## src/rtl/shift_seq_pkg.sv

```systemverilog
// Shared types and default widths for the shift sequencer / arbiter slice.
package shift_seq_pkg;

    localparam int NUM_REQ    = 2;
    localparam int W_AMT_DEF  = 4;
    localparam int PACE_W_DEF = 4;

    typedef enum logic [1:0] {
        IDLE,
        LOAD,
        SHIFT,
        DONE
    } state_t;

endpackage

```

## src/rtl/rr_arb2.sv

```systemverilog
// Two-way round-robin picker: on a tie the requester other than last_gnt wins.
module rr_arb2
    import shift_seq_pkg::*;
(
    input  logic [NUM_REQ-1:0] req,
    input  logic               last_gnt,
    output logic [NUM_REQ-1:0] gnt
);

    always_comb begin
        gnt = '0;
        case (req)
            2'b01:   gnt = 2'b01;
            2'b10:   gnt = 2'b10;
            2'b11:   gnt = last_gnt ? 2'b01 : 2'b10;
            default: gnt = '0;
        endcase
    end

endmodule

```

## src/rtl/shift_seq_arbiter.sv

```systemverilog
// Shares one shift datapath between two requesters: grant, load pulse, amt shift pulses, ready.
// Optional macro SHIFT_SEQ_PACE_EN spaces shift pulses by the pace value latched at grant.
module shift_seq_arbiter
    import shift_seq_pkg::*;
#(
    parameter int W_AMT  = W_AMT_DEF,
    parameter int PACE_W = PACE_W_DEF
) (
    input  logic               Clk,
    input  logic               Reset,
    input  logic               En,
    input  logic [1:0]         req,
    input  logic [W_AMT-1:0]   m0,
    input  logic [W_AMT-1:0]   m1,
    input  logic [PACE_W-1:0]  pace,
    output logic [1:0]         gnt,
    output logic               sel,
    output logic               loadEn,
    output logic               shifterEn,
    output logic [1:0]         ready,
    output logic               busy
);

    state_t             state_q, state_d;
    logic [1:0]         gnt_q, gnt_d;
    logic [W_AMT-1:0]   amt_q, amt_d;
    logic [W_AMT-1:0]   cnt_q, cnt_d;
    logic               last_q, last_d;
    logic [1:0]         arb_gnt;
    logic               step_tick;

    rr_arb2 u_arb (
        .req      (req),
        .last_gnt (last_q),
        .gnt      (arb_gnt)
    );

`ifdef SHIFT_SEQ_PACE_EN
    logic [PACE_W-1:0]  pace_q, pace_d;
    logic [PACE_W-1:0]  pcnt_q, pcnt_d;

    // A step fires once the pace counter has idled for pace cycles.
    assign step_tick = (pcnt_q == pace_q);
`else
    logic               unused_pace;

    assign unused_pace = ^pace;
    assign step_tick   = 1'b1;
`endif

    always_ff @(posedge Clk or negedge Reset) begin
        if (!Reset) begin
            state_q <= IDLE;
            gnt_q   <= '0;
            amt_q   <= '0;
            cnt_q   <= '0;
            last_q  <= 1'b1;
`ifdef SHIFT_SEQ_PACE_EN
            pace_q  <= '0;
            pcnt_q  <= '0;
`endif
        end else begin
            state_q <= state_d;
            gnt_q   <= gnt_d;
            amt_q   <= amt_d;
            cnt_q   <= cnt_d;
            last_q  <= last_d;
`ifdef SHIFT_SEQ_PACE_EN
            pace_q  <= pace_d;
            pcnt_q  <= pcnt_d;
`endif
        end
    end

    always_comb begin
        state_d = state_q;
        gnt_d   = gnt_q;
        amt_d   = amt_q;
        cnt_d   = cnt_q;
        last_d  = last_q;
`ifdef SHIFT_SEQ_PACE_EN
        pace_d  = pace_q;
        pcnt_d  = pcnt_q;
`endif
        if (En) begin
            case (state_q)
                IDLE: begin
                    if (|arb_gnt) begin
                        gnt_d   = arb_gnt;
                        amt_d   = arb_gnt[1] ? m1 : m0;
`ifdef SHIFT_SEQ_PACE_EN
                        pace_d  = pace;
`endif
                        state_d = LOAD;
                    end
                end
                LOAD: begin
                    cnt_d   = '0;
`ifdef SHIFT_SEQ_PACE_EN
                    pcnt_d  = '0;
`endif
                    state_d = (amt_q == '0) ? DONE : SHIFT;
                end
                SHIFT: begin
`ifdef SHIFT_SEQ_PACE_EN
                    pcnt_d = step_tick ? '0 : pcnt_q + PACE_W'(1);
`endif
                    if (step_tick) begin
                        cnt_d = cnt_q + W_AMT'(1);
                        if (cnt_q == amt_q - W_AMT'(1)) begin
                            state_d = DONE;
                        end
                    end
                end
                DONE: begin
                    last_d  = gnt_q[1];
                    gnt_d   = '0;
                    state_d = IDLE;
                end
                default: state_d = IDLE;
            endcase
        end
    end

    always_comb begin
        gnt       = gnt_q;
        sel       = gnt_q[1];
        busy      = (state_q != IDLE);
        loadEn    = En && (state_q == LOAD);
        shifterEn = En && (state_q == SHIFT) && step_tick;
        ready     = (En && (state_q == DONE)) ? gnt_q : 2'b00;
    end

endmodule
```

## config.mk

```make
export PLATFORM = sky130hd
export DESIGN_NAME = shift_seq_arbiter
export DESIGN_NICKNAME = d
export VERILOG_FILES = /design/src/rtl/shift_seq_pkg.sv /design/src/rtl/rr_arb2.sv /design/src/rtl/shift_seq_arbiter.sv
export SDC_FILE = /design/constraint.sdc
export NUM_CORES = 1
export LEC_CHECK = 0
export CAP_MARGIN = 0
export CORE_ASPECT_RATIO = 0.75
export CORE_MARGIN = 1.5
export CORE_UTILIZATION = 42
export CTS_CLUSTER_DIAMETER = 120
export DETAILED_ROUTE_END_ITERATION = 16
export PLACE_DENSITY = 0.75
export REMOVE_ABC_BUFFERS = 1
export SETUP_SLACK_MARGIN = 0.1
export SKIP_CTS_REPAIR_TIMING = 1
export SYNTH_ARGS = -nofsm -noshare
export SYNTH_HDL_FRONTEND = slang
export SYNTH_SLANG_ARGS = --single-unit
```

## constraint.sdc

```tcl
create_clock -name Clk -period 1.7 [get_ports Clk]
set_input_delay 0.17 -clock Clk [delete_from_list [all_inputs] [get_ports Clk]]
set_output_delay 0.17 -clock Clk [all_outputs]
set_load 0.01 [all_outputs]
```

==> impl_metrics.toml, run 1 <==
[layout]
area_delta_synth_final_pct = 47.6
finalNonFillerCells = 155
nNetsFinal = 155
finish.utilization_pct = 65.2
antenna_cells = 0
layout-drive-gt1-share_pct = 23.7
num-fill-cells = 175

[placed_design]
dp_slack_ns = -0.0861
port_buffers = 20
gp_congestion = 0.903
dpl.cell_count = 149
hpwl_mm = 1.67

[logic_synthesis]
synthArstFlopShare_pct = 100
yosys-top-cells-count = "nand2_1, dfrtp_1, o21ai_0"
yosysWarnings = 0
ys_ff_latch = 13
synth_top_family_by_area = "simple AND/OR/NAND/NOR gates"
synthMostInstantiatedCell = "nand2_1"
synth.mux.area_fraction_pct = 3.43
synthAdderAreaFrac_pct = 8.58
synth_xor_area_share_pct = 6.58
synth_area_sq_um = 875
synth_edf_count = 0
synth-simple-area-share_pct = 21.7
synth_top_area_cell = "dfrtp_1"
synth.area.top_cells = "dfrtp_1, ha_1, o21ai_0, nand2_1, mux2i_1"
synth_cell_types = 35
syn-instance-count = 95
synth_area_per_cell_sq_um = 9.21
synth_ff_type = "dfrtp_1"
seq_area_frac_synth_pct = 37.3
synth_compound_area_share_pct = 17.6
yosys.area.top_type_share_pct = 34.3

[clock_network]
htree_levels = 1
cts_tree = "done"
clkLatencyLatePin_ns = 0.29
cts_inserted_buffers = 3
clockBufferDepth = 2
cts_sinks = 13
root_buffer = "clkbuf_4"
clk_pin_slew_ns = 0.09

[min_path]
hold_class = "input port to asynchronous set/reset pin"

[timing]
worst_pin_slew_ns = 0.591
holdWs_ns = 0.248
rsz0062_at_grt = "true"
finalClockSkew_ns = 0.00613
period_needed_ns = 1.75
final_max_slew_viol_count = 0
timing.final.crit_share_pct = 103
finalSetupViolCount = 2
hold_viol = 0
slew_headroom_pct = 60.5
fmax_mhz = 573
setup_ws_ns = -0.0458

[floorplanning]
row_count = 14
core_area_sq_um = 1980
die-area_sq_um = 2370
pin_count = 25
die_x_microns = 55.7
start_util_pct = 44.2
die_h_microns = 42.5

[pwr]
p_int_mw = 1.21
p_clk_share_pct = 9.7
p_switching_mw = 0.866
p_leak_nw = 0.635
seqPwrFrac_pct = 26.3
vdd_ir_drop_max_mv = 1.01
p_sw_share_pct = 41.7
pwr-share-comb_pct = 64.0
p_per_area_nw_per_um2 = 1610

[global_route]
grtUsageTotal_pct = 19.5
grt-ovfl-total = 0
grt_first_pass_wirelength_mm = 3.49
grt_max_degree = 14
antenna_found_initial = 0
grt_pass1_vias = 780

[drt]
via_per_inst = 5.30
routedWlPerCell_microns = 13.8
drtIter0Drc = 31
vias = 822
first_pass_iters = 4
drt_wl_total_mm = 2.14
drc = 0
ant_nets = 0

[critical_path]
r2r_cells = 7
reg2reg_to = "state_q[1]"
reg2reg_from = "state_q[0]"
crit_arrival_ns = 1.92
startpoint_type = "flip-flop"
endpoint_kind = "flip-flop"
rrSetupSlack_ns = -0.05
crit_required_ns = 1.87
critical_path.max_fanout = 3
path_class = "flip-flop to flip-flop"

[outcome]
outcome = "complete, but fails checks"
failed_checks = "negative setup slack"

[run]
drv_cap = 0
==> kinds of logic after synthesis <==
logic type               after synthesis
AND/OR/NAND/NOR                       34
multiplexers                           3
XOR/XNOR                               5
AO/OA/AOI/OAI                         24
flip-flops                            13
buffers and inverters                 10
adder cells (fa/ha/maj)                6
==> registers in the layout, indices dropped and copies added (netlist names) <==
name and count:
last_q 1, gnt 2, amt_q 4, cnt_q 4, state_q 2
==> power by group through the flow <==
stage	clock network, mW	registers, mW	logic [mW]
finish	0.202	0.546	1.33
detailed placement	0	0.552	1.16
global route	0.215	0.568	1.47
floorplan	0	0.562	0.659
global placement	0	0.544	1.12
CTS	0.207	0.545	1.17
==> final cells by class <==
cell class              count  area [sq um]  area share (%)
flip-flops and latches     13           327            25.3
multi-input cells          72           553            42.8
clock buffers               3          22.5            1.74
clock inverters             1          5.00           0.388
well taps                  24          30.0            2.33
repair buffers             34           322            24.9
inverters                   8          32.5            2.52
==> worst max-delay path, cell delays in order (launching register included) <==
cell	delay, ns
dfrtp_1	0.40
buf_6	0.12
inv_4	0.05
ha_4	0.13
or3b_4	0.41
nand3_1	0.10
nor3_1	0.04
or3b_1	0.37
==> layout by cell type, fill, tap and decap left out, types with 3 or more instances in the layout <==
master,instances
buf_4,11
buf_6,3
clkbuf_4,3
clkdlybuf4s50_1,15
dfrtp_1,12
dlymetal6s2s_1,4
ha_1,3
inv_1,7
mux2i_1,3
nand2_1,12
nand3_1,3
nand4_1,3
nor3_1,3
o21ai_0,10
==> per-layer routing <==
metal / part of all wire, % / GRT usage, % / vias to the layer above / wire [microns]
met4: 1.3 / 8.78 / 0 / 27
li1: - / - / 413 / -
met5: 0 / 0 / - / 0
met2: 50 / 30.0 / 16 / 1070
met3: 4.5 / 6.79 / 4 / 96
met1: 44 / 24.8 / 389 / 942
==> worst max path at each step <==
stage / start / endpoint / slack [ns] / cells after the start
floorplan: state_q[0] / state_q[1] / -0.02 / 6
finish: state_q[0] / state_q[1] / -0.05 / 7
global route: state_q[0] / state_q[1] / -0.12 / 7
CTS: state_q[0] / busy / -0.20 / 5
global placement: En / ready[1] / -0.07 / 3
detailed placement: En / ready[1] / -0.09 / 3
==> stage by stage <==
step	setup TNS [ns]	power, mW	cell area (sq um)
finish	-0.0521	2.07	1290
global route	-0.171	2.25	1290
CTS	-0.897	1.92	1210
detailed placement	-0.193	1.72	1180
global placement	-0.143	1.67	1180
floorplan	-0.0228	1.22	863
Power figures use the tool's default switching activity.
==> run 2, diff against run 1 <==
--- a/config.mk
+++ b/config.mk
@@ -7,7 +7,7 @@
 export LEC_CHECK = 0
 export CAP_MARGIN = 0
 export CORE_ASPECT_RATIO = 0.75
-export CORE_MARGIN = 1.5
+export CORE_MARGIN = 2
 export CORE_UTILIZATION = 42
 export CTS_CLUSTER_DIAMETER = 120
 export DETAILED_ROUTE_END_ITERATION = 16
==> run 2 against run 1 <==
Against the previous run: the run now ends clean; clock power down 2%; register-to-register slack better by 0.07 ns; core utilization down 1.5 points; combinational power about the same; maximum frequency up 4.0%; first-iteration DRC count down 61%; setup slack better by 0.067 ns; final cell count unchanged; global-route usage about the same; worst hold slack better by 0.017 ns.
==> impl_metrics.toml, run 2 (synthesized netlist as in run 1, its figures left out) <==
[outcome]
outcome = "complete, no violations"

[pwr]
p_clk_share_pct = 9.6
p_total_mw = 2.06
p_leak_nw = 0.597
p_per_area_nw_per_um2 = 1640
vdd_ir_drop_max_mv = 0.861
p_sw_share_pct = 41.8
pwr-share-comb_pct = 63.7
seqPwrFrac_pct = 26.8
p_int_mw = 1.20
p_switching_mw = 0.862

[clock_network]
clkLatencyLatePin_ns = 0.29
cts_tree = "done"
cts_inserted_buffers = 3
root_buffer = "clkbuf_4"
clockBufferDepth = 2
htree_levels = 1
clk_pin_slew_ns = 0.08
cts_sinks = 13

[critical_path]
crit_required_ns = 1.86
critical_path.max_fanout = 5
crit_arrival_ns = 1.84
reg2reg_from = "state_q[1]"
critPathLaunch = "state_q[1]"
endpoint_kind = "flip-flop"
path_class = "flip-flop to flip-flop"
startpoint_type = "flip-flop"

[timing]
hold_viol = 0
finalClockSkew_ns = 0.00504
slew_headroom_pct = 58.2
period_needed_ns = 1.68
fmax_mhz = 596
setup_ws_ns = 0.0213
rsz0062_at_grt = "true"
tns_ns = 0
worst_pin_slew_ns = 0.624
holdWs_ns = 0.265
final_max_slew_viol_count = 0
timing.final.crit_share_pct = 98.7
finalSetupViolCount = 0

[layout]
antenna_cells = 0
layout-drive-gt1-share_pct = 23.7
area_delta_synth_final_pct = 44.2
nNetsFinal = 155
final_cell_mix = "clkdlybuf4s50_1, nand2_1, buf_4"
reg.largest.list = "amt_q: 4 flops, cnt_q: 4 flops"
num-fill-cells = 177
layout_commonest_cell = "clkdlybuf4s50_1"

[global_route]
grt-ovfl-total = 0
grt_pass1_vias = 841
grt_first_pass_wirelength_mm = 3.67
antenna_found_initial = 0
grt_max_degree = 14
grtUsageTotal_pct = 19.5

[run]
drv_cap = 0

[floorplanning]
die-area_sq_um = 2470
die_x_microns = 56.7
pin_count = 25
row_count = 14
start_util_pct = 44.2
core_area_sq_um = 1980
die_h_microns = 43.5

[drt]
drtIter0Drc = 12
via_per_inst = 5.37
routedWlPerCell_microns = 14.4
first_pass_iters = 4
drc = 0
drt_wl_total_mm = 2.23
vias = 833
ant_nets = 0

[min_path]
hold_class = "input port to asynchronous set/reset pin"

[placed_design]
dp_slack_ns = -0.112
gp_congestion = 0.874
port_buffers = 20
hpwl_mm = 1.78
[run 2: cell types whose count changed in the layout (fill, tap and decap cells not counted), moves of 2 or more]
cell / delta
dlymetal6s2s_1: -2
buf_6: -2
inv_2: +2
buf_2: +2
buf_4: +2
[run 2: power groups by stage]
stage | clock (mW) | combinational [mW] | sequential (mW)
after floorplan | 0 | 0.659 | 0.562
after global placement | 0 | 1.13 | 0.543
after detailed placement | 0 | 1.19 | 0.553
after CTS | 0.206 | 1.20 | 0.546
after global routing | 0.216 | 1.43 | 0.572
final | 0.197 | 1.31 | 0.552
[run 2: final cells by class]
cell class | instances | area, sq um | area share, %
multi-input cells | 72 | 548 | 43.5
inverters | 8 | 30.0 | 2.38
flip-flops and latches | 13 | 327 | 25.9
clock buffers | 3 | 22.5 | 1.79
well taps | 24 | 30.0 | 2.38
clock inverters | 1 | 5.00 | 0.397
repair buffers | 34 | 299 | 23.7
[run 2: metrics by stage]
stage,utilization (%),instances,cell area (sq um)
floorplan,-,93,863
global placement,60.2,150,1190
detailed placement,60.2,150,1190
CTS,61.6,154,1220
global route,63.7,155,1260
finish,63.7,155,1260
[run 2: final timing paths]
| path | endpoint | cells after the start | slack, ns |
|---|---|---|---|
| worst max-delay path | state_q[1] | 6 | 0.02 |
| worst min-delay path | amt_q[2] | 1 | 0.27 |
| worst max register to register | state_q[1] | 6 | 0.02 |
| worst min register to register | last_q | 1 | 0.52 |
| max in group asynchronous | state_q[0] | 1 | 1.03 |
| min in group Clk | amt_q[2] | 3 | 0.50 |
[run 2: worst max-delay path, stage by stage, from the launching register on]
cell and delay, ns:
dfrtp_1 0.40, inv_2 0.09, ha_4 0.14, or3b_4 0.42, nand2_4 0.09, mux2i_1 0.07, or3b_1 0.37
[run 2: layer usage]
layer | track usage (%) | part of all wire, % | vias up
met5 | 0 | 0 | -
met2 | 32.8 | 51 | 20
met4 | 6.19 | 0.85 | 0
met1 | 23.9 | 44 | 396
li1 | - | - | 413
met3 | 6.87 | 4.2 | 4
